**config.mk**
```make
export PLATFORM = sky130hd
export DESIGN_NAME = id_ex_stage
export DESIGN_NICKNAME = d
export VERILOG_FILES = /design/src/rtl/id_ex_stage.sv
export SDC_FILE = /design/constraint.sdc
export NUM_CORES = 1
export LEC_CHECK = 0
export BUFFER_PORTS_ARGS = -buffer_cell sky130_fd_sc_hd__buf_2
export CAP_MARGIN = 5
export CORE_ASPECT_RATIO = 1.2
export CORE_MARGIN = 2
export CORE_UTILIZATION = 40
export CTS_CLUSTER_DIAMETER = 40
export DETAILED_ROUTE_END_ITERATION = 10
export PLACE_DENSITY = 0.69
export SKIP_LAST_GASP = 1
export SYNTH_ARGS = -nofsm -noshare
export SYNTH_HDL_FRONTEND = slang
export SYNTH_SLANG_ARGS = --single-unit
```
**constraint.sdc**
```tcl
create_clock -name clk -period 3 [get_ports clk]
set_input_delay 0.15 -clock clk [delete_from_list [all_inputs] [get_ports clk]]
set_output_delay 0.15 -clock clk [all_outputs]
set_load 0.05 [all_outputs]
```
**src/rtl/id_ex_stage.sv**
```systemverilog
// ID/EX pipeline register for the RV32I core: decodes the ALU operation, selects
// forwarded operands for the EX-stage ALU and inserts load-use bubbles.

module fwd_mux (
    input  logic [4:0]  rs,
    input  logic [31:0] rf_data,
    input  logic        exm_regwrite,
    input  logic [4:0]  exm_rd,
    input  logic [31:0] exm_result,
    input  logic        mwb_regwrite,
    input  logic [4:0]  mwb_rd,
    input  logic [31:0] mwb_result,
    output logic [31:0] data
);
    logic exm_hit, mwb_hit;

    // x0 is hardwired, so a write to it is never a forward source
    assign exm_hit = exm_regwrite && (exm_rd != 5'd0) && (exm_rd == rs);
    assign mwb_hit = mwb_regwrite && (mwb_rd != 5'd0) && (mwb_rd == rs);
    assign data    = exm_hit ? exm_result : (mwb_hit ? mwb_result : rf_data);
endmodule

module id_ex_stage #(
    parameter int XLEN = 32
) (
    input  logic            clk,
    input  logic            rst_n,
    input  logic            id_valid,
    input  logic [XLEN-1:0] id_pc,
    input  logic [XLEN-1:0] id_imm,
    input  logic [XLEN-1:0] id_rs1_data,
    input  logic [XLEN-1:0] id_rs2_data,
    input  logic [4:0]      id_rs1,
    input  logic [4:0]      id_rs2,
    input  logic [4:0]      id_rd,
    input  logic [6:0]      id_opcode,
    input  logic [2:0]      id_funct3,
    input  logic            id_funct7b5,
    input  logic            stall,
    input  logic            flush,
    input  logic            exm_regwrite,
    input  logic [4:0]      exm_rd,
    input  logic [XLEN-1:0] exm_result,
    input  logic            mwb_regwrite,
    input  logic [4:0]      mwb_rd,
    input  logic [XLEN-1:0] mwb_result,
    output logic            hazard_stall,
    output logic            ex_valid,
    output logic            ex_reg_write,
    output logic            ex_mem_read,
    output logic            ex_mem_write,
    output logic            ex_branch,
    output logic            ex_illegal,
    output logic [4:0]      ex_rd,
    output logic [2:0]      ex_funct3,
    output logic [XLEN-1:0] ex_pc,
    output logic [3:0]      alu_op,
    output logic [XLEN-1:0] alu_a,
    output logic [XLEN-1:0] alu_b,
    output logic [XLEN-1:0] ex_store_data
);
    localparam logic [6:0] OPC_OP     = 7'b0110011;
    localparam logic [6:0] OPC_OPIMM  = 7'b0010011;
    localparam logic [6:0] OPC_LOAD   = 7'b0000011;
    localparam logic [6:0] OPC_STORE  = 7'b0100011;
    localparam logic [6:0] OPC_BRANCH = 7'b1100011;
    localparam logic [6:0] OPC_LUI    = 7'b0110111;
    localparam logic [6:0] OPC_AUIPC  = 7'b0010111;
    localparam logic [6:0] OPC_JAL    = 7'b1101111;
    localparam logic [6:0] OPC_JALR   = 7'b1100111;

    localparam logic [3:0] ALU_AND  = 4'b0000;
    localparam logic [3:0] ALU_OR   = 4'b0001;
    localparam logic [3:0] ALU_ADD  = 4'b0010;
    localparam logic [3:0] ALU_XOR  = 4'b0011;
    localparam logic [3:0] ALU_SLL  = 4'b0100;
    localparam logic [3:0] ALU_SRL  = 4'b0101;
    localparam logic [3:0] ALU_SUB  = 4'b0110;
    localparam logic [3:0] ALU_SLTU = 4'b0111;
    localparam logic [3:0] ALU_SLT  = 4'b1000;
    localparam logic [3:0] ALU_SRA  = 4'b1001;

    localparam logic [1:0] A_RS   = 2'd0;
    localparam logic [1:0] A_ZERO = 2'd1;
    localparam logic [1:0] A_PC   = 2'd2;
    localparam logic [1:0] B_RS   = 2'd0;
    localparam logic [1:0] B_FOUR = 2'd1;
    localparam logic [1:0] B_IMM  = 2'd2;

    typedef struct packed {
        logic            valid;
        logic            reg_write;
        logic            mem_read;
        logic            mem_write;
        logic            branch;
        logic            illegal;
        logic [3:0]      alu_op;
        logic [1:0]      a_sel;
        logic [1:0]      b_sel;
        logic [4:0]      rd;
        logic [4:0]      rs1;
        logic [4:0]      rs2;
        logic [2:0]      funct3;
        logic [XLEN-1:0] pc;
        logic [XLEN-1:0] imm;
        logic [XLEN-1:0] rs1_data;
        logic [XLEN-1:0] rs2_data;
    } ex_state_t;

    ex_state_t ex_q, ex_d, ld, bub;

    logic [3:0] d_alu_op;
    logic       d_rw, d_mr, d_mw, d_br, d_ill;
    logic [1:0] d_asel, d_bsel;

    function automatic logic [3:0] arith_op(input logic [2:0] f3, input logic f7b5,
                                            input logic is_reg);
        case (f3)
            3'b000:  arith_op = (is_reg && f7b5) ? ALU_SUB : ALU_ADD;
            3'b001:  arith_op = ALU_SLL;
            3'b010:  arith_op = ALU_SLT;
            3'b011:  arith_op = ALU_SLTU;
            3'b100:  arith_op = ALU_XOR;
            3'b101:  arith_op = f7b5 ? ALU_SRA : ALU_SRL;
            3'b110:  arith_op = ALU_OR;
            default: arith_op = ALU_AND;
        endcase
    endfunction

    always_comb begin
        d_alu_op = ALU_ADD;
        d_rw     = 1'b0;
        d_mr     = 1'b0;
        d_mw     = 1'b0;
        d_br     = 1'b0;
        d_ill    = 1'b0;
        d_asel   = A_RS;
        d_bsel   = B_IMM;
        case (id_opcode)
            OPC_OP: begin
                d_rw     = 1'b1;
                d_bsel   = B_RS;
                d_alu_op = arith_op(id_funct3, id_funct7b5, 1'b1);
            end
            OPC_OPIMM: begin
                d_rw     = 1'b1;
                d_alu_op = arith_op(id_funct3, id_funct7b5, 1'b0);
            end
            OPC_LOAD: begin
                d_rw = 1'b1;
                d_mr = 1'b1;
            end
            OPC_STORE: d_mw = 1'b1;
            OPC_BRANCH: begin
                d_br   = 1'b1;
                d_bsel = B_RS;
                case (id_funct3[2:1])
                    2'b10:   d_alu_op = ALU_SLT;
                    2'b11:   d_alu_op = ALU_SLTU;
                    default: d_alu_op = ALU_SUB;
                endcase
            end
            OPC_LUI: begin
                d_rw   = 1'b1;
                d_asel = A_ZERO;
            end
            OPC_AUIPC: begin
                d_rw   = 1'b1;
                d_asel = A_PC;
            end
            OPC_JAL, OPC_JALR: begin
                d_rw   = 1'b1;
                d_asel = A_PC;
                d_bsel = B_FOUR;
            end
            default: d_ill = 1'b1;
        endcase
    end

    // Load-use: the loaded value is not available to forward until MEM/WB
    assign hazard_stall = ex_q.valid && ex_q.mem_read && (ex_q.rd != 5'd0) && id_valid &&
                          ((id_rs1 == ex_q.rd) ||
                           ((id_rs2 == ex_q.rd) &&
                            ((id_opcode == OPC_OP) || (id_opcode == OPC_STORE) ||
                             (id_opcode == OPC_BRANCH))));

    always_comb begin
        bub        = '0;
        bub.alu_op = ALU_ADD;

        ld           = '0;
        ld.valid     = 1'b1;
        ld.reg_write = d_rw && (id_rd != 5'd0);
        ld.mem_read  = d_mr;
        ld.mem_write = d_mw;
        ld.branch    = d_br;
        ld.illegal   = d_ill;
        ld.alu_op    = d_alu_op;
        ld.a_sel     = d_asel;
        ld.b_sel     = d_bsel;
        ld.rd        = id_rd;
        ld.rs1       = id_rs1;
        ld.rs2       = id_rs2;
        ld.funct3    = id_funct3;
        ld.pc        = id_pc;
        ld.imm       = id_imm;
        ld.rs1_data  = id_rs1_data;
        ld.rs2_data  = id_rs2_data;

        if (flush)
            ex_d = bub;
        else if (stall)
            ex_d = ex_q;
        else if (hazard_stall || !id_valid)
            ex_d = bub;
        else
            ex_d = ld;
    end

    always_ff @(posedge clk or negedge rst_n) begin
        if (!rst_n) begin
            ex_q        <= '0;
            ex_q.alu_op <= ALU_ADD;
        end else begin
            ex_q <= ex_d;
        end
    end

    logic [1:0][4:0]      fw_rs;
    logic [1:0][XLEN-1:0] fw_rf;
    logic [1:0][XLEN-1:0] fw_out;

    assign fw_rs = {ex_q.rs2, ex_q.rs1};
    assign fw_rf = {ex_q.rs2_data, ex_q.rs1_data};

    genvar g;
    generate
        for (g = 0; g < 2; g++) begin : g_fwd
            fwd_mux u_fwd (
                .rs           (fw_rs[g]),
                .rf_data      (fw_rf[g]),
                .exm_regwrite (exm_regwrite),
                .exm_rd       (exm_rd),
                .exm_result   (exm_result),
                .mwb_regwrite (mwb_regwrite),
                .mwb_rd       (mwb_rd),
                .mwb_result   (mwb_result),
                .data         (fw_out[g])
            );
        end
    endgenerate

    logic [XLEN-1:0] b_raw;
    logic            is_shift;

    assign is_shift = (ex_q.alu_op == ALU_SLL) || (ex_q.alu_op == ALU_SRL) ||
                      (ex_q.alu_op == ALU_SRA);

    always_comb begin
        case (ex_q.a_sel)
            A_ZERO:  alu_a = '0;
            A_PC:    alu_a = ex_q.pc;
            default: alu_a = fw_out[0];
        endcase
        case (ex_q.b_sel)
            B_RS:    b_raw = fw_out[1];
            B_FOUR:  b_raw = XLEN'(4);
            default: b_raw = ex_q.imm;
        endcase
        alu_b = is_shift ? {{(XLEN-5){1'b0}}, b_raw[4:0]} : b_raw;
    end

    assign ex_store_data = fw_out[1];
    assign ex_valid      = ex_q.valid;
    assign ex_reg_write  = ex_q.reg_write;
    assign ex_mem_read   = ex_q.mem_read;
    assign ex_mem_write  = ex_q.mem_write;
    assign ex_branch     = ex_q.branch;
    assign ex_illegal    = ex_q.illegal;
    assign ex_rd         = ex_q.rd;
    assign ex_funct3     = ex_q.funct3;
    assign ex_pc         = ex_q.pc;
    assign alu_op        = ex_q.alu_op;
endmodule

```
==> results by group, run 1 <==
Worst hold path
  – Worst Hold Class: input port to register

Critical path
  – Critical Setup Path Class: register to output port
  – CP Launch Type: register
  – Worst Path Max Fanout: between 50 and 60
  – Crit path capture type: output port
  – Endpoint arrival time on the critical path: 2.71 ns
  – Required time of the critical path: approximately 2.9 ns

Clocking
  – Worst-case clock buffer depth: 2
  – Clk root buf: sky130_fd_sc_hd__clkbuf_16
  – Cts bufs inserted: 17
  – CTS tree: done
  – Clock edge transition at the registers on the reported setup and hold paths: 0.07 ns
  – Latest clock arrival within the worst-skew pair: ~0.42 ns
  – H-Tree Level Count: 4
  – Number of clock sinks seen by CTS: 160

Placement
  – Weighted congestion at the end of routability-driven global placement: between 0.8 and 0.9
  – Minimum setup slack after placement: ~0.24 ns
  – Number of input and output port buffers inserted: 381
  – DPL Wire Length: between 20000 and 30000 µm

Yosys
  – Cell variety after synth: 55
  – Cell with the most instances after synthesis: sky130_fd_sc_hd__a22o_1
  – Mapped Cells: roughly 920
  – Synthesized flop and latch total: 160
  – Largest area contributor in the synthesized netlist: sky130_fd_sc_hd__dfrtp_1
  – Mean Syn Cell Area: a little under 10 µm²
  – Count of flip-flops with a built-in enable after synthesis: 0
  – Fraction of post-synthesis cell area in the top cell type by area: 0.442
  – Sequential element share of the synthesized area: 0.445
  – Async set-or-reset flop fraction in the synthesized netlist: 1.00
  – Primary flip-flop cell chosen by synthesis mapping: sky130_fd_sc_hd__dfrtp_1
  – Post-Syn Area: ~9000 µm²
  – Ys Warns: 0
  – Cells taking the most area after synthesis: sky130_fd_sc_hd__dfrtp_1 (44%), sky130_fd_sc_hd__a22o_1 (18%), sky130_fd_sc_hd__buf_4 (3.7%), sky130_fd_sc_hd__clkbuf_1 (2.8%), sky130_fd_sc_hd__o21ai_0 (2.8%)
  – Post-synth top cells: sky130_fd_sc_hd__a22o_1 (184), sky130_fd_sc_hd__dfrtp_1 (159), sky130_fd_sc_hd__clkbuf_1 (68)
  – Post-synth net total: roughly 1200

Die
  – Die height: ~170 µm
  – Number of ports placed on the die boundary: around 380
  – Number of rows in the core area: 60
  – Starting density of the core: 0.405
  – Die Outline Area: 23700 µm²
  – Die span in x: 141 µm
  – CORE AREA: 22200 µm²

Timing
  – Setup Total Neg Slack: 0 ns
  – Worst slew margin: 0.372
  – Final setup viols: 0
  – Final min period: 2.86 ns
  – Tightest Pin Transition: between 0.9 and 1 ns
  – Slew Viols, Final: 0
  – Period utilisation layout: 0.954
  – Final Hold Violating Endpoints: 0
  – Hold slack: between 0.07 and 0.08 ns
  – Fin Clk Skew: 0.0142 ns
  – Worst Setup Slack, final: approximately 0.14 ns
  – RSZ-0062 raised after global routing: false
  – Max frequency: between 300 and 400 MHz

Route
  – Vias: approximately 9800
  – DRC Markers: 0
  – Final wirelength: between 30000 and 40000 µm
  – Detail-routed net length per standard cell: ~22 µm
  – 1st-pass router iterations: 7
  – Residual antenna-violating net count after detailed routing: 0
  – Detailed-route vias per instance: around 5.8
  – Count of routing violations after the opening detailed-route iteration: approximately 800

Global routing
  – Largest net degree at the start of global routing: 86
  – Total global routing track utilization: 0.302
  – Number of antenna violations at the first check in global routing: 7
  – Remaining global-route overflow: 0
  – Wire length of the first global-routing pass: 55500 µm
  – Via count of the first global-routing pass: 9865

Status
  – Result of the run: finished, final reports clean

Finish
  – Footprint of the flip-flops and latches: 4010 µm²
  – Fraction of final layout cells sized beyond drive strength 1: 0.369
  – Fraction of the core area covered by cells at the end of the flow: 0.601
  – Number of nets in the layout: roughly 1600
  – Number of fill cells: approximately 1800
  – Area growth from synthesis to layout: 48.5%
  – Footprint of the multi-input gates: between 4000 and 5000 µm²

Power
  – Total power draw: roughly 6.0 mW
  – Maximum VDD drop: about 0.36 mV
  – Power density of the placed cells: approximately 450 nW/µm²
  – Leakage: 6.47 nW

Flow run
  – Number of maximum-capacitance constraint violations: 0
==> cell families after synthesis <==
group | Yosys count | synth area share
DFF | 160 | 0.445
xor gates and xnor gates | 31 | 0.0302
buffers and inverters | 160 | 0.0872
adders and majority gates | 1 | 0.00139
muxes | 5 | 0.00556
and+or+nand+nor | 184 | 0.103
AOI/OAI and AO/OA | 378 | 0.327
==> per-stage QoR <==
step | instances | instance area, µm²
2_1_floorplan | 919 | 9240
3_3_place_gp | 1484 | 11200
3_5_place_dp | 1484 | 11200
4_1_cts | 1662 | 13300
5_1_grt | 1671 | 13400
6_report | 1672 | 13400
==> per-layer routing <==
metal | vias to the layer above | part of all wire | GRT usage
met3 | 101 | 0.073 | 0.0651
li1 | 4362 | - | -
met1 | 4751 | 0.39 | 0.363
met5 | - | 0 | 0
met4 | 0 | 0.046 | 0.147
met2 | 547 | 0.49 | 0.512
==> final timing paths <==
path	start	end	slack, ns	cells past startpoint
min in group asynchronous	rst_n	ex_q[67]$_DFFE_PN0P_	0.25	2
max reg2reg	ex_rd[0]$_DFFE_PN0P_	ex_q[53]$_DFFE_PN0P_	0.52	5
min	id_funct3[2]	ex_funct3[2]$_DFFE_PN0P_	0.07	2
max	ex_q[132]$_DFFE_PN0P_	alu_b[8]	0.14	7
max in group asynchronous	rst_n	ex_q[45]$_DFFE_PN0P_	1.79	3
min reg2reg	alu_op[1]$_DFFE_PN1P_	alu_op[1]$_DFFE_PN1P_	0.49	2
==> report_power, final <==
group	internal, mW	switching, mW
registers	2.23	0.0648
clock network	1.34	0.936
logic	0.530	0.885
total	4.10	1.89
==> placed cells by master, fill, tap and decap left out, drive strengths merged, types with 3 or more instances in the layout <==
cell         synthesis  final
clkinvlp             0      3
o31ai               27     27
inv                 32     35
a21oi                9      9
or4b                 4      4
or4                  4      4
a31oi               29     29
o21a                26     26
xnor2               28     28
dlygate4sd3          0    144
nand2b               6      6
buf                 60    418
nor3                31     31
o211a                6      6
clkinv               0      3
xor2                 3      3
dfrtp              159    159
or3                 28     28
nor2                41     41
bufinv               0      3
nand2               43     43
o21ai               50     50
a22o               184    184
nand3                5      5
diode                0      7
nor2b                4      4
o211ai               7      7
a211oi              26     26
mux2i                5      5
clkbuf              68     21
nand4                5      5
==> registers in the layout (all words and copies together), names as in the netlist, 3 cells and up <==
| register | count |
|---|---|
| ex_q | 110 |
| alu_op | 4 |
| ex_pc | 32 |
| ex_funct3 | 3 |
| ex_rd | 5 |
==> layout make-up <==
class                      instances  share of cell area
inverter                          32             0.00899
antenna                            7             0.00131
sequential                       160               0.300
clock inverter                    12              0.0118
timing repair buffer             563               0.280
clock buffer                      20              0.0334
tap                              279              0.0261
multi-input combinational        599               0.338
==> worst max-delay path, cell delays in order (launching register included) <==
cell and delay, ns:
sky130_fd_sc_hd__dfrtp_1 0.43, sky130_fd_sc_hd__xnor2_1 0.18, sky130_fd_sc_hd__o211ai_1 0.17, sky130_fd_sc_hd__buf_12 0.22, sky130_fd_sc_hd__or3_1 0.38, sky130_fd_sc_hd__a31oi_2 0.44
sky130_fd_sc_hd__a22o_1 0.20, sky130_fd_sc_hd__buf_2 0.26
==> timing repair <==
action,4_1_cts,5_1_grt
setup buffers,2,3
pin swaps,2,2
endpoints found under the setup margin,19,11
hold buffers,144,0
hold endpoints to repair,201,0
gates resized for setup,4,4
No activity file was read; power rests on OpenSTA's default activity.
==> run 2: changes to the inputs <==
- PLACE_DENSITY: 0.69 -> 0.68
- SYNTH_HIERARCHICAL: unset -> 1
==> run 2 against run 1 <==
Net effect:
- via count rose by 11%
- maximum frequency fell by 2.3%
- clock skew rose by 0.0020 ns
- register-to-register slack improved by 0.51 ns
- first-iteration DRC count rose by 35%
- highest routed layer unchanged
- combinational power rose by 13%
- non-clock buffer count rose by 7
==> results by group, run 2 <==
Yosys
  – Cell with the most instances after synthesis: sky130_fd_sc_hd__a22o_1
  – Post-Syn Area: ~9500 µm²
  – Sequential element share of the synthesized area: 0.422
  – Count of flip-flops with a built-in enable after synthesis: 0
  – Largest area contributor in the synthesized netlist: sky130_fd_sc_hd__dfrtp_1
  – Post-synth top cells: sky130_fd_sc_hd__a22o_1 (185), sky130_fd_sc_hd__dfrtp_1 (159), sky130_fd_sc_hd__clkbuf_1 (81)
  – Ys Warns: 6
  – Synthesized flop and latch total: between 150 and 200
  – Mapped Cells: roughly 970
  – Async set-or-reset flop fraction in the synthesized netlist: 1.00
  – Primary flip-flop cell chosen by synthesis mapping: sky130_fd_sc_hd__dfrtp_1
  – Mean Syn Cell Area: ~9.8 µm²
  – Fraction of post-synthesis cell area in the top cell type by area: 0.419
  – Post-synth net total: ~1200
  – Cell variety after synth: 47
  – Cells taking the most area after synthesis: sky130_fd_sc_hd__dfrtp_1 (42%), sky130_fd_sc_hd__a22o_1 (17%), sky130_fd_sc_hd__o31ai_1 (5.1%), sky130_fd_sc_hd__nand4_1 (4.3%), sky130_fd_sc_hd__nor4_1 (4.3%)

Route
  – Routed length on met3: 3540 µm
  – Detailed-route vias per instance: 6.26
  – Final wirelength: about 42000 µm
  – Detail-routed net length per standard cell: between 20 and 25 µm
  – Post-Route M1 WL: approximately 16000 µm
  – 1st-pass router iterations: 5
  – Met2 Wirelength: 20400 µm
  – Vias: approximately 11000
  – Count of routing violations after the opening detailed-route iteration: between 1000 and 1500
  – DRC Markers: 0
  – Highest signal layer in the routed design: met4
  – Residual antenna-violating net count after detailed routing: 0

Finish
  – Commonest cells after routing, fill and taps aside: sky130_fd_sc_hd__buf_2 (378), sky130_fd_sc_hd__a22o_1 (185), sky130_fd_sc_hd__dfrtp_1 (159)
  – Number of flip-flops in the largest register: 110
  – Number of fill cells: approximately 2000
  – Fraction of final layout cells sized beyond drive strength 1: 0.365
  – Footprint of the flip-flops and latches: 4010 µm²
  – Footprint of the multi-input gates: 4920 µm²
  – Commonest non-fill, non-tap cell in the layout: sky130_fd_sc_hd__buf_2
  – Area growth from synthesis to layout: 45.2%
  – Fraction of the core area covered by cells at the end of the flow: 0.592
  – Number of nets in the layout: roughly 1600
  – Top register by number of flip-flops: ex_q

Global routing
  – Largest net degree at the start of global routing: between 80 and 90
  – Number of antenna violations at the first check in global routing: 7
  – Total global routing track utilization: 0.335
  – Via count of the first global-routing pass: 10900
  – Remaining global-route overflow: 0
  – Wire length of the first global-routing pass: roughly 64000 µm

Die
  – CORE AREA: roughly 23000 µm²
  – Number of ports placed on the die boundary: around 380
  – Die span in x: approximately 140 µm
  – Die height: roughly 170 µm
  – Starting density of the core: 0.408
  – Die Outline Area: ~25000 µm²
  – Number of rows in the core area: slightly above 60

Placement
  – Number of input and output port buffers inserted: about 380
  – DPL Wire Length: 28200 µm
  – Minimum setup slack after placement: around 0.4 ns
  – Weighted congestion at the end of routability-driven global placement: roughly 0.95

Timing
  – Worst slew margin: 0.466
  – Worst Setup Slack, final: 0.0705 ns
  – Period utilisation layout: 0.976
  – Setup Total Neg Slack: 0 ns
  – Final setup viols: 0
  – Tightest Pin Transition: a little under 0.8 ns
  – Slew Viols, Final: 0
  – Final Hold Violating Endpoints: 0
  – Fin Clk Skew: about 0.016 ns
  – Hold slack: ~0.034 ns
  – RSZ-0062 raised after global routing: true
  – Final min period: between 2 and 3 ns
  – Max frequency: between 300 and 400 MHz

Worst hold path
  – Worst Hold Class: input port to register
  – Startpoint of the most critical hold path: id_funct3[0]

Power
  – Power density of the placed cells: between 400 and 500 nW/µm²
  – Total power draw: slightly above 6 mW
  – Maximum VDD drop: 0.394 mV
  – Leakage: about 6.4 nW

Critical path
  – Worst Path Max Fanout: 12
  – Critical path startpoint: ex_q[135]$_DFFE_PN0P_
  – CP Launch Type: register
  – Required time of the critical path: 2.85 ns
  – Critical Setup Path Class: register to output port
  – Crit path capture type: output port
  – Endpoint arrival time on the critical path: 2.78 ns
  – Reg2reg start: ex_rd[4]$_DFFE_PN0P_

Clocking
  – Cts bufs inserted: 17
  – Number of clock sinks seen by CTS: 160
  – Clock edge transition at the registers on the reported setup and hold paths: 0.07 ns
  – CTS tree: done
  – H-Tree Level Count: 4
  – Latest clock arrival within the worst-skew pair: 0.44 ns
  – Clk root buf: sky130_fd_sc_hd__clkbuf_16
  – Worst-case clock buffer depth: 2

Status
  – Result of the run: finished, final reports clean

Flow run
  – Number of maximum-capacitance constraint violations: 0
[run 2: cell count changes in the layout (fill, tap and decap cells not counted), moves of 24 or more]
cell | previous run | this run
sky130_fd_sc_hd__nor4_1 | 0 | 63
sky130_fd_sc_hd__nand4_1 | 5 | 66
sky130_fd_sc_hd__o31ai_1 | 11 | 64
sky130_fd_sc_hd__o21ai_0 | 50 | 9
sky130_fd_sc_hd__a31oi_1 | 2 | 37
sky130_fd_sc_hd__a22oi_1 | 0 | 27
sky130_fd_sc_hd__or3_1 | 28 | 1
sky130_fd_sc_hd__inv_1 | 31 | 5
sky130_fd_sc_hd__nor3_1 | 30 | 4
sky130_fd_sc_hd__a211oi_1 | 25 | 0
sky130_fd_sc_hd__o21a_1 | 26 | 2
[run 2: layout make-up]
| cell class | count | share of cell area |
|---|---|---|
| antenna | 7 | 0.00127 |
| clock buffer | 19 | 0.0329 |
| clock inverter | 13 | 0.0106 |
| inverter | 5 | 0.00136 |
| multi-input combinational | 639 | 0.357 |
| sequential | 160 | 0.291 |
| tap | 315 | 0.0286 |
| timing repair buffer | 570 | 0.278 |
[run 2: routing by layer]
| metal | vias to the layer above | GRT usage |
|---|---|---|
| met2 | 702 | 0.549 |
| met3 | 126 | 0.0612 |
| met4 | 0 | 0.149 |
| met5 | - | 0 |
| met1 | 5287 | 0.428 |
| li1 | 4695 | - |
[run 2: cells by family after synthesis]
logic type,after synthesis,synth area share
flops,160,0.422
buf+inv,168,0.0971
xor+xnor,27,0.0249
fa+ha+maj,1,0.00132
compound gates,381,0.318
simple gates,229,0.137
[run 2: metrics by stage]
step	std cells	instance area (µm²)
floorplan	966	9660
global placement	1542	11600
detailed placement	1542	11600
CTS	1719	13700
global route	1727	13800
finish	1728	13800
[run 2: path summary, 6_finish.rpt]
kind                                             to  slack, ns  cells past startpoint
max in group asynchronous     ex_pc[15]$_DFFE_PN0P_       1.94                      3
hold reg to reg               ex_branch$_DFFE_PN0P_       0.49                      2
setup reg to reg               ex_q[33]$_DFFE_PN0P_       1.03                      6
min in group asynchronous      ex_rd[1]$_DFFE_PN0P_       0.30                      2
setup / recovery                           alu_b[0]       0.07                      7
hold / removal             ex_funct3[0]$_DFFE_PN0P_       0.03                      2
[run 2: worst max-delay path: stages (launching register included)]
cell                      delay, ns
sky130_fd_sc_hd__dfrtp_1       0.41
sky130_fd_sc_hd__or2_1         0.35
sky130_fd_sc_hd__o21a_1        0.23
sky130_fd_sc_hd__buf_4         0.18
sky130_fd_sc_hd__o31ai_1       0.43
sky130_fd_sc_hd__a31oi_1       0.27
sky130_fd_sc_hd__a22o_1        0.26
sky130_fd_sc_hd__buf_2         0.21
[run 2: power breakdown]
group	switching [mW]	total (mW)	internal, mW
Sequential	0.0628	2.30	2.23
Clock	0.983	2.27	1.29
Combinational	1.05	1.61	0.558
Total	2.10	6.18	4.08
[run 2: what timing repair did]
action	4_1_cts	5_1_grt
gates resized for setup	4	16
pin swaps	1	2
cloned	1	0
endpoints found under the setup margin	28	38
endpoints found under the hold margin	207	0
buffers inserted	0	2
hold buffers	144	0
==> run 3: changes to the inputs <==
- clock period: 3 -> 3.1 ns (I/O delays scaled with it)
==> run 3 against run 2 <==
Net effect:
- clock power shrank 7%
- wire length shrank 2.4%
- setup slack gained 0.075 ns
- clock-buffer cell count is the same
- via count shrank 0.97%
- highest routed layer is now met5
- critical path type unchanged
- sequential cell count is the same
- critical endpoint is now alu_a[6]
==> results by group, run 3 (synthesis results as in run 2) <==
Status
  – Result of the run: finished, final reports clean

Route
  – Residual antenna-violating net count after detailed routing: 0
  – Detail-routed net length per standard cell: 23.9 µm
  – Final wirelength: a little over 40000 µm
  – Detailed-route vias per instance: around 6.2
  – Count of routing violations after the opening detailed-route iteration: about 1300
  – DRC Markers: 0
  – 1st-pass router iterations: 6
  – Vias: 10700

Global routing
  – Largest net degree at the start of global routing: 161
  – Total global routing track utilization: 0.322
  – Wire length of the first global-routing pass: 61900 µm
  – Via count of the first global-routing pass: ~11000
  – Number of antenna violations at the first check in global routing: 4
  – Remaining global-route overflow: 0

Timing
  – Final min period: roughly 3.0 ns
  – RSZ-0062 raised after global routing: false
  – Setup Total Neg Slack: 0 ns
  – Worst slew margin: 0.402
  – Fin Clk Skew: 0.0108 ns
  – Hold slack: between 0.02 and 0.025 ns
  – Max frequency: ~340 MHz
  – Period utilisation layout: 0.953
  – Final Hold Violating Endpoints: 0
  – Slew Viols, Final: 0
  – Final setup viols: 0
  – Tightest Pin Transition: 0.895 ns

Finish
  – Commonest cells after routing, fill and taps aside: sky130_fd_sc_hd__buf_2 (377), sky130_fd_sc_hd__a22o_1 (185), sky130_fd_sc_hd__dfrtp_1 (159)
  – Number of flip-flops in the largest register: 110
  – Fraction of final layout cells sized beyond drive strength 1: 0.360
  – Number of fill cells: 1924
  – Area growth from synthesis to layout: 43.4%
  – Number of standard cells in the layout, taps in and fillers out: approximately 1700
  – Commonest non-fill, non-tap cell in the layout: sky130_fd_sc_hd__buf_2
  – Footprint of the multi-input gates: a little under 5000 µm²
  – Top register by number of flip-flops: ex_q
  – Number of nets in the layout: between 1500 and 2000
  – Footprint of the flip-flops and latches: ~4000 µm²
  – Fraction of the core area covered by cells at the end of the flow: 0.585

Clocking
  – Clk root buf: sky130_fd_sc_hd__clkbuf_16
  – Number of clock sinks seen by CTS: 160
  – H-Tree Level Count: 4
  – Cts bufs inserted: 17
  – Latest clock arrival within the worst-skew pair: around 0.43 ns
  – Clock edge transition at the registers on the reported setup and hold paths: roughly 0.07 ns
  – CTS tree: done
  – Worst-case clock buffer depth: 2
  – Setup Fix Bufs, Post-CTS: 0

Placement
  – Number of input and output port buffers inserted: about 380
  – DPL Wire Length: roughly 28000 µm
  – Weighted congestion at the end of routability-driven global placement: 0.882
  – Cell Count Post-Placement: 1544

Die
  – CORE AREA: 23300 µm²
  – Starting density of the core: 0.408
  – Die span in x: around 140 µm
  – Number of ports placed on the die boundary: roughly 380
  – Die height: 173 µm
  – Number of rows in the core area: 61
  – Die Outline Area: about 25000 µm²

Critical path
  – Family of cells with the greatest summed delay on the critical path: simple AND/OR/NAND/NOR gates
  – CP Launch Type: register
  – Worst path slowest cell: sky130_fd_sc_hd__dfrtp_1
  – Count of buffer and inverter cells on the critical path: 2
  – Worst Path Max Fanout: 32
  – Critical Setup Path Class: register to output port
  – Required time of the critical path: roughly 3 ns
  – Crit path capture type: output port
  – Largest stage delay on the critical path: roughly 0.44 ns
  – Number of cell instances on the worst register-to-register path: 6
  – Total stage count of the critical path: 7
  – Sequence of cells on the critical path: xnor2_1, nand3_4, or3_1, buf_4, a31oi_1, a22o_1, buf_2
  – Endpoint arrival time on the critical path: about 2.8 ns

Power
  – Power density of the placed cells: 431 nW/µm²
  – Leakage: 6.32 nW
  – Maximum VDD drop: a little over 0.3 mV

Worst hold path
  – Depth of the worst hold-timing path: 2
  – Worst Hold Class: input port to register

Flow run
  – Number of maximum-capacitance constraint violations: 0
## run 3: cell count changes in the layout (fill, tap and decap cells not counted), sizes merged, moves of 2 or more
cell | before | now
clkinv | 2 | 5
diode | 7 | 2
inv | 12 | 10
dlygate4sd3 | 144 | 142
## run 3: metrics by stage
step | power [mW] | setup WS [ns] | area, µm²
after CTS | 5.87 | 0.0540 | 13600
after detailed placement | 3.61 | 0.530 | 11600
final | 5.86 | 0.146 | 13600
after global placement | 3.60 | 0.582 | 11600
after global routing | 6.07 | 0.0256 | 13600
after floorplan | 3.09 | -0.132 | 9660
## run 3: final timing paths
| check | startpoint | end | slack (ns) |
|---|---|---|---|
| min in group asynchronous | rst_n | ex_q[136]$_DFFE_PN0P_ | 0.28 |
| max reg2reg | ex_rd[4]$_DFFE_PN0P_ | ex_q[5]$_DFFE_PN0P_ | 0.93 |
| min | id_rs1[3] | ex_q[139]$_DFFE_PN0P_ | 0.02 |
| max | ex_q[138]$_DFFE_PN0P_ | alu_a[6] | 0.15 |
| max in group asynchronous | rst_n | ex_q[26]$_DFFE_PN0P_ | 1.96 |
| min reg2reg | ex_q[148]$_DFFE_PN0P_ | ex_q[148]$_DFFE_PN0P_ | 0.49 |
## run 3: cell type report
class / count / area share
tap: 315 / 0.0289
timing repair buffer: 568 / 0.279
antenna: 2 / 0.000368
clock inverter: 13 / 0.00937
sequential: 160 / 0.294
multi-input combinational: 638 / 0.354
clock buffer: 19 / 0.0333
inverter: 5 / 0.00138
## run 3: layer usage
metal | track usage | wire (µm)
met1 | 0.409 | 16200
met2 | 0.538 | 20000
met3 | 0.0598 | 3480
met4 | 0.132 | 1550
met5 | 0 | 27
## run 3: what timing repair did
item,in CTS,in global routing
hold endpoints to repair,203,0
resized for setup,0,3
hold buffers,142,0
setup endpoints to repair,0,28
## run 3: power breakdown
group          switching [mW]  total [mW]  leakage (nW)  internal (mW)
sequential             0.0614        2.22          2.18           2.16
clock                   0.950        2.12         0.283           1.17
combinational           0.999        1.53          3.86          0.527
